### src/rtl/sobel_pkg.sv
// Shared constants and types for the Sobel magnitude path and the frame aligner downstream.
// mag_lat() is the single source of the input->output latency.
package sobel_pkg;

  localparam int SOBEL_DW = 8;
  localparam int SOBEL_GW = 2 * SOBEL_DW;

  typedef struct packed {
    logic vsync;
    logic hsync;
  } sync_t;

  // abs (1) + square (1) + sum (1) + one stage per root bit (gw) + output register (1)
  function automatic int mag_lat(input int gw);
    return gw + 4;
  endfunction

endpackage

### src/rtl/isqrt_pipe.sv
// Pipelined restoring integer square root: one result bit per stage, MSB first, OUT_W stages.
// A sideband bus rides along unchanged so timing signals stay aligned with the root.
module isqrt_pipe #(
  parameter int IN_W  = 32,
  parameter int OUT_W = IN_W / 2,
  parameter int SB_W  = 1
) (
  input  logic             clk,
  input  logic             rst_n,
  input  logic [IN_W-1:0]  din,
  input  logic [SB_W-1:0]  sb_in,
  output logic [OUT_W-1:0] dout,
  output logic [SB_W-1:0]  sb_out
);

  genvar gi;
  for (gi = 0; gi < OUT_W; gi++) begin : g_stage
    // radicand bits not yet consumed when entering this stage
    localparam int RW = IN_W - 2 * gi;

    logic [RW-1:0]    rad_in;
    logic [OUT_W-1:0] rem_in;
    logic [OUT_W-1:0] root_in;
    logic [SB_W-1:0]  sb_stage_in;
    logic [OUT_W+1:0] rem_sh;
    logic [OUT_W+1:0] trial;
    logic             ge;
    logic [OUT_W-1:0] root_reg;
    logic [SB_W-1:0]  sb_reg;

    if (gi == 0) begin : g_first
      assign rad_in      = din;
      assign rem_in      = '0;
      assign root_in     = '0;
      assign sb_stage_in = sb_in;
    end else begin : g_chain
      assign rad_in      = g_stage[gi-1].g_mid.rad_reg;
      assign rem_in      = g_stage[gi-1].g_mid.rem_reg;
      assign root_in     = g_stage[gi-1].root_reg;
      assign sb_stage_in = g_stage[gi-1].sb_reg;
    end

    assign rem_sh = {rem_in, rad_in[RW-1 -: 2]};
    assign trial  = {root_in, 2'b01};
    assign ge     = (rem_sh >= trial);

    always_ff @(posedge clk or negedge rst_n) begin
      if (!rst_n) begin
        root_reg <= '0;
        sb_reg   <= '0;
      end else begin
        root_reg <= {root_in[OUT_W-2:0], ge};
        sb_reg   <= sb_stage_in;
      end
    end

    // The remainder never exceeds 2*root, so OUT_W bits hold it; the last stage needs none.
    if (gi < OUT_W - 1) begin : g_mid
      logic [OUT_W-1:0] rem_next;
      logic [OUT_W-1:0] rem_reg;
      logic [RW-3:0]    rad_reg;

      assign rem_next = ge ? (rem_sh[OUT_W-1:0] - trial[OUT_W-1:0]) : rem_sh[OUT_W-1:0];

      always_ff @(posedge clk or negedge rst_n) begin
        if (!rst_n) begin
          rem_reg <= '0;
          rad_reg <= '0;
        end else begin
          rem_reg <= rem_next;
          rad_reg <= rad_in[RW-3:0];
        end
      end
    end
  end

  assign dout   = g_stage[OUT_W-1].root_reg;
  assign sb_out = g_stage[OUT_W-1].sb_reg;

endmodule

### src/rtl/sobel_grad_magnitude.sv
// L2 gradient magnitude with saturation and per-frame thresholded edge map.
// abs -> square -> sum -> pipelined sqrt -> output register; one pixel per clk, no stalls.
module sobel_grad_magnitude
  import sobel_pkg::*;
#(
  parameter int DW = SOBEL_DW,
  parameter int GW = DW * 2
) (
  input  logic          clk,
  input  logic          rst_n,
  input  logic          din_vsync,
  input  logic          din_hsync,
  input  logic [GW-1:0] din_grad_x,
  input  logic [GW-1:0] din_grad_y,
  input  logic [GW-1:0] thresh,
  output logic          dout_vsync,
  output logic          dout_hsync,
  output logic [DW-1:0] dout_mag,
  output logic          dout_edge,
  output logic [DW-1:0] dout_bin
);

  localparam int SQ_W = 2 * GW;
  localparam int SB_W = GW + 2;
  localparam logic [GW-1:0] MAG_MAX = GW'((2 ** DW) - 1);

  function automatic logic [GW-1:0] abs_val(input logic [GW-1:0] v);
    return v[GW-1] ? (~v + 1'b1) : v;
  endfunction

  logic          vs_prev_reg;
  logic [GW-1:0] thr_reg;
  logic          frame_start;
  logic [GW-1:0] thr_cur;

  // The first pixel of a frame already uses the threshold captured on that same clk.
  assign frame_start = din_vsync & ~vs_prev_reg;
  assign thr_cur     = frame_start ? thresh : thr_reg;

  logic [GW-1:0]   ax_reg, ay_reg, s1_thr_reg;
  sync_t           s1_sync_reg;
  logic [SQ_W-1:0] sqx_reg, sqy_reg;
  logic [GW-1:0]   s2_thr_reg;
  sync_t           s2_sync_reg;
  logic [SQ_W-1:0] sum_reg;
  logic [GW-1:0]   s3_thr_reg;
  sync_t           s3_sync_reg;

  always_ff @(posedge clk or negedge rst_n) begin
    if (!rst_n) begin
      vs_prev_reg <= 1'b0;
      thr_reg     <= '0;
      ax_reg      <= '0;
      ay_reg      <= '0;
      s1_thr_reg  <= '0;
      s1_sync_reg <= '0;
      sqx_reg     <= '0;
      sqy_reg     <= '0;
      s2_thr_reg  <= '0;
      s2_sync_reg <= '0;
      sum_reg     <= '0;
      s3_thr_reg  <= '0;
      s3_sync_reg <= '0;
    end else begin
      vs_prev_reg <= din_vsync;
      thr_reg     <= thr_cur;
      ax_reg      <= abs_val(din_grad_x);
      ay_reg      <= abs_val(din_grad_y);
      s1_thr_reg  <= thr_cur;
      s1_sync_reg <= '{vsync: din_vsync, hsync: din_hsync};
      sqx_reg     <= SQ_W'(ax_reg) * SQ_W'(ax_reg);
      sqy_reg     <= SQ_W'(ay_reg) * SQ_W'(ay_reg);
      s2_thr_reg  <= s1_thr_reg;
      s2_sync_reg <= s1_sync_reg;
      sum_reg     <= sqx_reg + sqy_reg;
      s3_thr_reg  <= s2_thr_reg;
      s3_sync_reg <= s2_sync_reg;
    end
  end

  logic [GW-1:0]   root;
  logic [SB_W-1:0] sb_out;
  sync_t           root_sync;
  logic [GW-1:0]   root_thr;

  isqrt_pipe #(
    .IN_W  (SQ_W),
    .OUT_W (GW),
    .SB_W  (SB_W)
  ) u_isqrt (
    .clk    (clk),
    .rst_n  (rst_n),
    .din    (sum_reg),
    .sb_in  ({s3_sync_reg, s3_thr_reg}),
    .dout   (root),
    .sb_out (sb_out)
  );

  assign {root_sync, root_thr} = sb_out;

  always_ff @(posedge clk or negedge rst_n) begin
    if (!rst_n) begin
      dout_vsync <= 1'b0;
      dout_hsync <= 1'b0;
      dout_mag   <= '0;
      dout_edge  <= 1'b0;
    end else begin
      dout_vsync <= root_sync.vsync;
      dout_hsync <= root_sync.hsync;
      dout_mag   <= !root_sync.hsync ? '0
                  : (root > MAG_MAX) ? MAG_MAX[DW-1:0] : root[DW-1:0];
      dout_edge  <= root_sync.hsync & (root > root_thr);
    end
  end

  assign dout_bin = {DW{dout_edge}};

endmodule

### config.mk
export PLATFORM = sky130hd
export DESIGN_NAME = sobel_grad_magnitude
export DESIGN_NICKNAME = d
export VERILOG_FILES = /design/src/rtl/sobel_pkg.sv /design/src/rtl/isqrt_pipe.sv /design/src/rtl/sobel_grad_magnitude.sv
export SDC_FILE = /design/constraint.sdc
export NUM_CORES = 2
export LEC_CHECK = 0
export BUFFER_PORTS_ARGS = -buffer_cell sky130_fd_sc_hd__buf_2
export CAP_MARGIN = 20
export CELL_PAD_IN_SITES_DETAIL_PLACEMENT = 0
export CELL_PAD_IN_SITES_GLOBAL_PLACEMENT = 1
export CORE_UTILIZATION = 58
export CTS_BUF_LIST = sky130_fd_sc_hd__clkbuf_8
export DETAILED_ROUTE_END_ITERATION = 8
export HOLD_SLACK_MARGIN = 0.02
export PLACE_DENSITY_LB_ADDON = 0.1
export SLEW_MARGIN = 20
export SYNTH_ARGS = -nofsm -noshare
export SYNTH_HDL_FRONTEND = slang
export SYNTH_SLANG_ARGS = --single-unit
### constraint.sdc
create_clock -name clk -period 11 [get_ports clk]
set_input_delay 0.55 -clock clk [delete_from_list [all_inputs] [get_ports clk]]
set_output_delay 0.55 -clock clk [all_outputs]
set_load 0.005 [all_outputs]
==> out/results.tsv <==
stage	metric	value	unit
floorplan	DIE AREA	93190	um2
setup_path	CP arrival	7.36	ns
detailed_routing	routed vias	31390	
global_route	first-pass GRT wire length	166400	um
cts	CTS tree	done	
global_route	GRT Util Overall	0.2252	
global_route	initial antenna violation count	1	
yosys	Syn Inst Count	4527	
global_route	largest net degree at the start of global routing	194	
detailed_routing	Pre-antenna DRT Iters	5	
detailed_routing	met2 WL post-DR	52400	um
sta	setup_tns	0	ns
setup_path	CP Capture Type	flip-flop	
yosys	top cell type's share of synthesized area	0.5061	
detailed_routing	DR iter-0 viols	1743	
setup_path	CP peak stage delay	0.80	ns
floorplan	chip height	305.3	um
placement	HPWL after DPL	74260	um
setup_path	slowest library cell on the worst path	dfrtp_1	
layout	fillers	6938	
floorplan	DIE WIDTH	305.3	um
sta	final period utilization	0.6003	
setup_path	most frequent CP cell	fa_1	
cts	CTS sink count	1079	
global_route	vias in the first global route	33130	
cts	Clock Tree Root	clkbuf_8	
floorplan	initial core utilization	0.5891	
yosys	Synthesized Nets	5308	
yosys	syn avg cell area	11.78	um2
detailed_routing	Met3 Wirelength	3046	um
detailed_routing	Detailed Route WL	99210	um
yosys	Seq cells post-synth	1079	
cts	H-tree levels	4	
setup_path	kind of critical path	flip-flop to flip-flop	
yosys	Synth Flop Type	dfrtp_1	
setup_path	Worst Path Buf+Inv	3	
sta	clock skew	0.04947	ns
layout	area delta synth->final	11.15	%
detailed_routing	max layer used	met4	
sta	Rel. slew slack	0.3476	
layout	share of cells above drive strength 1	0.08553	
yosys	Post-synth top cells	1079 x dfrtp_1, 732 x inv_1, 401 x ha_1, 328 x fa_1, 298 x nand2_1	
run_status	status	finished clean	
yosys	EDFF count, synth	0	
yosys	Area contributors post-synth	dfrtp_1 51%, fa_1 12%, ha_1 9.4%, inv_1 5.2%, xnor2_1 2.9%	
detailed_routing	Vias/cell	5.177	
cts	# Post-CTS Setup Buffers	0	
setup_path	CP Cell Sequence	nand2_1, fa_1, inv_1, fa_1, fa_1, fa_1, fa_1, inv_1, fa_1, inv_1, ha_1, a21oi_1, o211ai_1, a41oi_1, o211ai_1, o2111ai_1, o21ai_0, or4b_1, nand3_1	
cts	total CTS buffers	171	
floorplan	I/O pins	71	
detailed_routing	met1 wire length	41150	um
placement	Final Wtd Congestion	0.8595	
floorplan	Core Region	90560	um2
global_route	grt ovf	0	
setup_path	Critical Path Fanout Max	18	
layout	Nets	5537	
yosys	Yosys Warn Count	0	
placement	PortBufs	70	
detailed_routing	Avg WL per Cell	16.36	um
yosys	asr flop ratio synth	1.000	
setup_path	delay-heaviest family, CP	adder cells	
setup_path	CP Launch Type	flip-flop	
cts	Post-CTS Hold Buffers	58	
hold_path	Hold/Removal Path Class	primary input to flip-flop	
cts	clock tree buffer depth	3	
yosys	cell taking the most area after synthesis	dfrtp_1	
floorplan	Site Rows	110	
setup_path	Required @ worst endpoint	11.75	ns
yosys	sequential area share after synthesis	0.5061	
sta	FMAX	0.1514	GHz
sta	max-slew violation count	0	
yosys	post-synth cell types	71	
cts	later-pin clock latency in the skew report	0.84	ns
cts	Reg clk slew, reported paths	0.06	ns
sta	fin crit period	6.603	ns
detailed_routing	Remaining DRCs	0	
flow_run	MaxCap Viol Count	0	
sta	RSZ-0062 raised after global routing	no	
sta	Worst-Margin Slew	0.9785	ns
cts	post-CTS sizing	0	
yosys	most common cell in the netlist	dfrtp_1	
detailed_routing	antenna viol nets, final	0	
sta	Final Hold Viols	0	
layout	max FFs per register	252	
yosys	synthesized area	53350	um2
sta	final setup fails	0	
[metrics by stage]
stage | hold WS [ns] | area (um2) | setup slack, ns | utilization | cells
after global routing | 0.08386 | 59290 | 3.975 | 0.6547 | 6064
after global placement | 0.3311 | 54980 | 4.503 | 0.6070 | 5701
after detailed placement | 0.3347 | 54980 | 4.399 | 0.6070 | 5701
after floorplan | 0.2544 | 53350 | 4.856 | - | 4527
final | 0.1321 | 59290 | 4.397 | 0.6547 | 6064
after CTS | 0.02818 | 59290 | 4.389 | 0.6547 | 6063
[kinds of logic after synthesis]
family,synth area share
mux,0.01189
xor+xnor,0.04696
compound gates,0.07470
fa+ha+maj,0.2171
other cells,0.00007030
flops,0.5061
simple gates,0.08469
buf+inv,0.05840
[cell usage in the layout (no fill, tap or decap), drive strengths merged, types with 64 or more instances in the layout]
cell / synthesis / final
dfrtp: 1079 / 1079
inv: 732 / 787
ha: 401 / 401
fa: 328 / 328
nand2: 298 / 298
clkbuf: 72 / 212
nor2: 183 / 183
a21oi: 180 / 180
xnor2: 175 / 175
o21ai: 163 / 163
xor2: 111 / 111
and2: 100 / 100
buf: 14 / 84
a21o: 64 / 64
[cell type report]
cell class                      instances  area (um2)  area share
Sequential cell                      1079       27000      0.4554
Multi-Input combinational cell       2629       23240      0.3919
Clock buffer                          212        2918     0.04921
Inverter                              733        2751     0.04640
Tap cell                             1176        1471     0.02482
Timing Repair Buffer                  142        1100     0.01855
Clock inverter                         92       813.3     0.01372
Antenna cell                            1       2.502  0.00004220
[path summary, 6_finish.rpt]
path,start,to,slack [ns],depth (start not counted)
min in group asynchronous,rst_n,u_isqrt.g_stage[6].sb_reg[16],0.34,2
worst max register to register,ay_reg[4],sqy_reg[30],4.40,19
worst min register to register,u_isqrt.g_stage[12].sb_reg[8],u_isqrt.g_stage[13].sb_reg[8],0.31,0
worst max-delay path,ay_reg[4],sqy_reg[30],4.40,19
worst min-delay path,din_grad_y[15],ay_reg[8],0.13,3
max in group asynchronous,rst_n,u_isqrt.g_stage[13].sb_reg[2],8.38,4
[tightest hold or removal path, stage by stage]
cell and delay, ns:
buf_2 0.19, nand2_1 0.10, xnor2_1 0.06
[layer usage]
layer	up-vias	global-route usage
met2	447	0.4015
met1	15690	0.2793
li1	15080	-
met5	-	0
met3	176	0.03432
met4	0	0.07888
Power is not shown: default switching activity piles up to over one toggle a cycle in this logic, so the estimate is an artifact.
